[src/rtl/fetch_sequencer.sv]
// fetch_sequencer: program counter and IF/DOF pipeline register with stall and redirect squashing
module fetch_sequencer #(
    parameter logic [15:0] RESET_PC     = 16'h0000,
    parameter int          FLUSH_CYCLES = 0
) (
    input  logic        clk,
    input  logic        rst_n,
    input  logic        stall,
    input  logic        redirect,
    input  logic [15:0] redirect_pc,
    input  logic [31:0] ir_in,
    input  logic [15:0] pc1_in,
    output logic [15:0] pc_out,
    output logic [31:0] ir_out,
    output logic [15:0] pc1_out,
    output logic        valid_out,
    output logic [15:0] issue_count
);
    typedef enum logic {RUN, FLUSH} state_t;
    localparam logic [2:0] cnt_init = (FLUSH_CYCLES > 0) ? 3'(FLUSH_CYCLES - 1) : 3'd0;
    state_t     state;
    logic [2:0] cnt;
    // reset > redirect > stall > advance; FLUSH keeps PC on the target while emitting bubbles
    always_ff @(posedge clk) begin
        if (!rst_n) begin
            pc_out      <= RESET_PC;
            ir_out      <= 32'h0;
            pc1_out     <= 16'h0;
            valid_out   <= 1'b0;
            issue_count <= 16'h0;
            state       <= RUN;
            cnt         <= 3'd0;
        end else if (state == RUN) begin
            if (redirect) begin
                pc_out    <= redirect_pc;
                ir_out    <= 32'h0;
                valid_out <= 1'b0;
                if (FLUSH_CYCLES > 0) begin
                    state <= FLUSH;
                    cnt   <= cnt_init;
                end
            end else if (!stall) begin
                pc_out      <= pc1_in;
                ir_out      <= ir_in;
                pc1_out     <= pc1_in;
                valid_out   <= 1'b1;
                issue_count <= issue_count + 16'd1;
            end
        end else begin
            ir_out    <= 32'h0;
            valid_out <= 1'b0;
            if (redirect) begin
                pc_out <= redirect_pc;
                cnt    <= cnt_init;
            end else if (!stall) begin
                if (cnt == 3'd0) state <= RUN;
                else cnt <= cnt - 3'd1;
            end
        end
    end
endmodule
[config.mk]
export PLATFORM = sky130hd
export DESIGN_NAME = fetch_sequencer
export DESIGN_NICKNAME = d
export VERILOG_FILES = /design/src/rtl/fetch_sequencer.sv
export SDC_FILE = /design/constraint.sdc
export NUM_CORES = 1
export LEC_CHECK = 0
export BUFFER_PORTS_ARGS = -buffer_cell sky130_fd_sc_hd__buf_4
export CAP_MARGIN = 10
export CORE_MARGIN = 4
export CORE_UTILIZATION = 47
export DETAILED_ROUTE_END_ITERATION = 8
export GPL_ROUTABILITY_DRIVEN = 0
export PLACE_DENSITY = 0.86
export RECOVER_POWER = 100
export SLEW_MARGIN = 20
export SYNTH_ARGS = -nofsm -noshare
export SYNTH_HDL_FRONTEND = slang
export SYNTH_SLANG_ARGS = --single-unit
[constraint.sdc]
create_clock -name clk -period 2.3 [get_ports clk]
set_clock_uncertainty 0.15 [all_clocks]
set_input_delay 0.46 -clock clk [delete_from_list [all_inputs] [get_ports clk]]
set_output_delay 0.46 -clock clk [all_outputs]
set_load 0.03 [all_outputs]
# [Word level (Yosys, flattened, before mapping)]
# Cells that the tools add are included.
# W data, S select, Z words.
[word_totals] reg_bits=85 input_bits=68 out_inout_bits=81 elab_cells=32
[classes] add_sub_neg=2 n_eq_ne=3 muxes=10 n_bitwise=4 n_reduce_logical=6
[ops] op="$mux W16" count=4
[ops] op="$add A16 B1 Y16 const B" count=1
[ops] op="$mux W3" count=3
[ops] op="$reduce_and A3 Y1" count=2
[ops] op="$ne A2 B2 Y1 const B" count=2
[ops] op="$not A1 Y1" count=4
[ops] op="$reduce_and A2 Y1" count=2
[ops] op="$logic_not A3 Y1" count=1
[ops] op="$mux W1" count=3
[ops] op="$reduce_or A3 Y1" count=1
[ops] op="$sub A3 B1 Y3 const B" count=1
[ops] op="$ne A2 B1 Y1 const B" count=1

# [Logic depth before layout (Yosys ltp)]
[logic_depth] ltp_word=4 depth_mapped=7

# [Least setup slack after synthesis]
# Ideal clock, no wire load.
[synth_timing] kind="input -> register" startpoint="in redirect" endpoint="reg issue_count[15]" setup_ps=70 arrival_ps=1712 t_required_ps=2080 path_slack_ps=368 cell_stages=5 path_buffers=1 cell_sequence="buf_6 > nor4b_4 > nand3_2 > or4_1 > a21oi_1"
[synth_via] elab_chain_len=2
[synth_rtl] element="start, declared" line_no="9" rtl="input logic redirect,"
[synth_rtl] element="$not A1 Y1 (no source line)"
[synth_rtl] element="$reduce_and A3 Y1 (no source line)"
[synth_rtl] element="end signal, assigned" line_no="47" rtl="issue_count <= issue_count + 16'd1;"
[synth_rtl] element="end, declared" line_no="17" rtl="output logic [15:0] issue_count"
# No other way between the ends.
# A chain may end at the register's enable or synchronous reset.

# [Worst setup path in the final report]
[layout_timing] startpoint="reg issue_count[2]" endpoint="reg issue_count[12]"
[layout_via] elab_chain_len=1
[layout_rtl] element="$add A16 B1 Y16" line_no="47"
# No other way between the ends.

==> impl_metrics.py <==
metrics = {
    "sta": {
        "holdWs_ns": 0.1943,
        "timing.fmax_ghz": 0.5071,
        "finalSetupViolCount": 0,
        "maxSlewHeadroom_pct": 21.93,
        "finalSetupTns_ns": 0,
        "rsz0062_at_grt": "no",
        "slew_viol_final": 0,
        "period_share_pct": 85.75,
        "timing.final.crit_period_ns": 1.972,
        "final_hold_viol_count": 0,
        "worst_slew_pin_slew_ns": 1.170,
    },
    "critical_path": {
        "path_class": "flop to flop",
        "cp-start-kind": "flop",
        "required_ns": 2.41,
        "cp_max_fo": 5,
        "arrival_ns": 2.09,
        "critPathCaptureType": "flop",
        "worstReg2RegStart": "issue_count[2]$_SDFFE_PN0P_",
        "crit_path_start": "issue_count[2]$_SDFFE_PN0P_",
    },
    "place": {
        "place_area_sq_mm": 0.004541,
        "io_buffers": 148,
        "post-dp-hpwl_microns": 6594,
        "dp.cells": 604,
    },
    "routing": {
        "routedWlPerCell_microns": 14.53,
        "antenna_left": 0,
        "drc": 0,
        "drtIter0Drc": 128,
        "vias_per_cell": 5.233,
        "vias": 3234,
        "first_pass_iters": 5,
        "wl_microns": 8982,
    },
    "clock_network": {
        "clock-sinks": 85,
        "ctsHoldBuffers": 0,
        "cts_tree": "done",
        "clk_pin_slew_worst_paths_ns": 0.08,
        "post_cts_buffers": 0,
        "htree_levels": 3,
        "numCtsBuffers": 9,
        "clock_latency_ns": 0.34,
        "postCtsResizedCells": 0,
        "cts_buffer_depth": 2,
        "cts_root_buf": "clkbuf_8",
    },
    "synthesis": {
        "synth_warnings": 0,
        "synth_top_cell_by_area": "dfxtp_1",
        "synth_flop_cell": "dfxtp_1",
        "netlist_area_sq_mm": 0.003342,
        "async_reset_ff_share_pct": 0,
        "synth-seq-cells": 85,
        "postSynthCellCount": 377,
        "yosysSeqAreaShare_pct": 50.92,
        "netlist-cell-type-count": 31,
        "postSynthAreaPerCell_sq_um": 8.865,
        "synth.most_common_cell": "dfxtp_1",
        "ys_top_cells_by_area": "dfxtp_1 (51%), mux2i_1 (10%), nor2_1 (7.2%)",
        "netlist_top_cells_count": "dfxtp_1 (85), nor2_1 (64), nand2_1 (60)",
        "syn-num-nets": 448,
        "synth-edff-count": 0,
        "yosysTopAreaCellShare_pct": 50.92,
    },
    "global_route": {
        "gr-usage-all-layers_pct": 20.64,
        "grt_overflow": 0,
        "grt_max_degree": 34,
        "grt_pass1_vias": 3192,
        "antenna_found_initial": 0,
        "grt_pass1_wl_microns": 14330,
    },
    "final_layout": {
        "n_antenna_cell": 0,
        "final_cell_area_sq_mm": 0.004432,
        "nets": 590,
        "final_cells": 618,
        "layout-drive-gt1-share_pct": 16.86,
        "syn2layout_area_growth_pct": 32.61,
    },
    "power_and_ir_drop": {
        "peakVddDrop_mv": 0.5192,
        "p_per_area_mw_per_mm2": 729.8,
        "p_leak_nw": 1.807,
    },
    "floorplan": {
        "fp.dieW_microns": 92.33,
        "coreArea_sq_mm": 0.006869,
        "die_area_sq_mm": 0.008524,
        "die_y_microns": 92.33,
        "design.portCount": 149,
        "placementRows": 30,
        "initial_utilization_pct": 48.65,
    },
    "run": {
        "cap_violations": 0,
    },
    "worst_hold_path": {
        "hp-class": "primary input to flop",
        "hold_start": "ir_in[22]",
    },
    "outcome": {
        "status": "finished clean",
    },
}
==> worst paths after layout <==
path	cells past startpoint	slack [ns]	endpoint
setup / recovery	5	0.33	issue_count[12]$_SDFFE_PN0P_
hold / removal	3	0.19	ir_out[22]$_SDFFE_PP0N_
setup reg to reg	5	0.33	issue_count[12]$_SDFFE_PN0P_
hold reg to reg	2	0.31	pc1_out[8]$_SDFFE_PN0P_
==> placed cells by master, fill, tap and decap left out, types with 3 or more instances in the layout <==
cell,n
or3_1,7
xor2_1,5
buf_4,70
ha_1,3
nand2_1,60
a311oi_1,16
clkbuf_1,83
dfxtp_1,85
o21ai_0,22
nand3_1,5
nand4_1,3
nor2_1,64
nor3_1,3
a21oi_1,26
clkbuf_8,10
bufinv_16,3
inv_1,4
mux2i_1,34
xnor2_1,4
==> routing by layer <==
metal / part of all wire, % / wire (microns) / up-vias / track usage, %
li1: - / - / 1568 / -
met1: 40 / 3550 / 1502 / 22.79
met2: 48 / 4336 / 145 / 35.05
met3: 9.8 / 878 / 19 / 7.636
met4: 2.4 / 216 / 0 / 9.777
met5: 0 / 0 / - / 0
==> cell type report <==
type / instances / area, sq um
Clock buffer: 10 / 137.6
Clock inverter: 4 / 97.59
Fill cell: 663 / 2437
Inverter: 5 / 18.77
Multi-Input combinational cell: 263 / 1494
Sequential cell: 85 / 1702
Tap cell: 96 / 120.1
Timing Repair Buffer: 155 / 862.1
==> registers in the layout, summed over array words and instances, names as in the netlist <==
register     count
ir_out          32
issue_count     16
pc1_out         16
pc_out          16
cnt              3
state            1
valid_out        1
==> worst max-delay path: stages (launching register included) <==
cell      delay [ns]
dfxtp_1         0.40
nor4b_1         0.43
clkbuf_1        0.28
nand2_1         0.13
or3_1           0.36
a21oi_1         0.14
==> cells by family after synthesis <==
logic type,synth area share [%]
AND/OR/NAND/NOR,19.99
buffers and inverters,3.594
AO/OA/AOI/OAI,11.83
multiplexers,10.18
flip-flops,50.92
adder cells (fa/ha/maj),1.123
XOR/XNOR,2.358
==> report_power, final <==
group	switching (mW)	internal, mW	total, mW
registers	0.0313	1.53	1.56
logic	0.266	0.161	0.427
clock network	0.509	0.739	1.25
total	0.807	2.43	3.23
==> per-stage QoR <==
stage	power (mW)	utilization [%]	setup slack, ns
global route	3.344	64.52	0.1440
detailed placement	2.073	66.10	0.1295
floorplan	1.851	-	0.3680
CTS	3.311	69.53	0.3360
finish	3.234	64.52	0.3278
global placement	2.059	66.10	0.2534
Note: power is estimated with default switching activity, not from simulation.
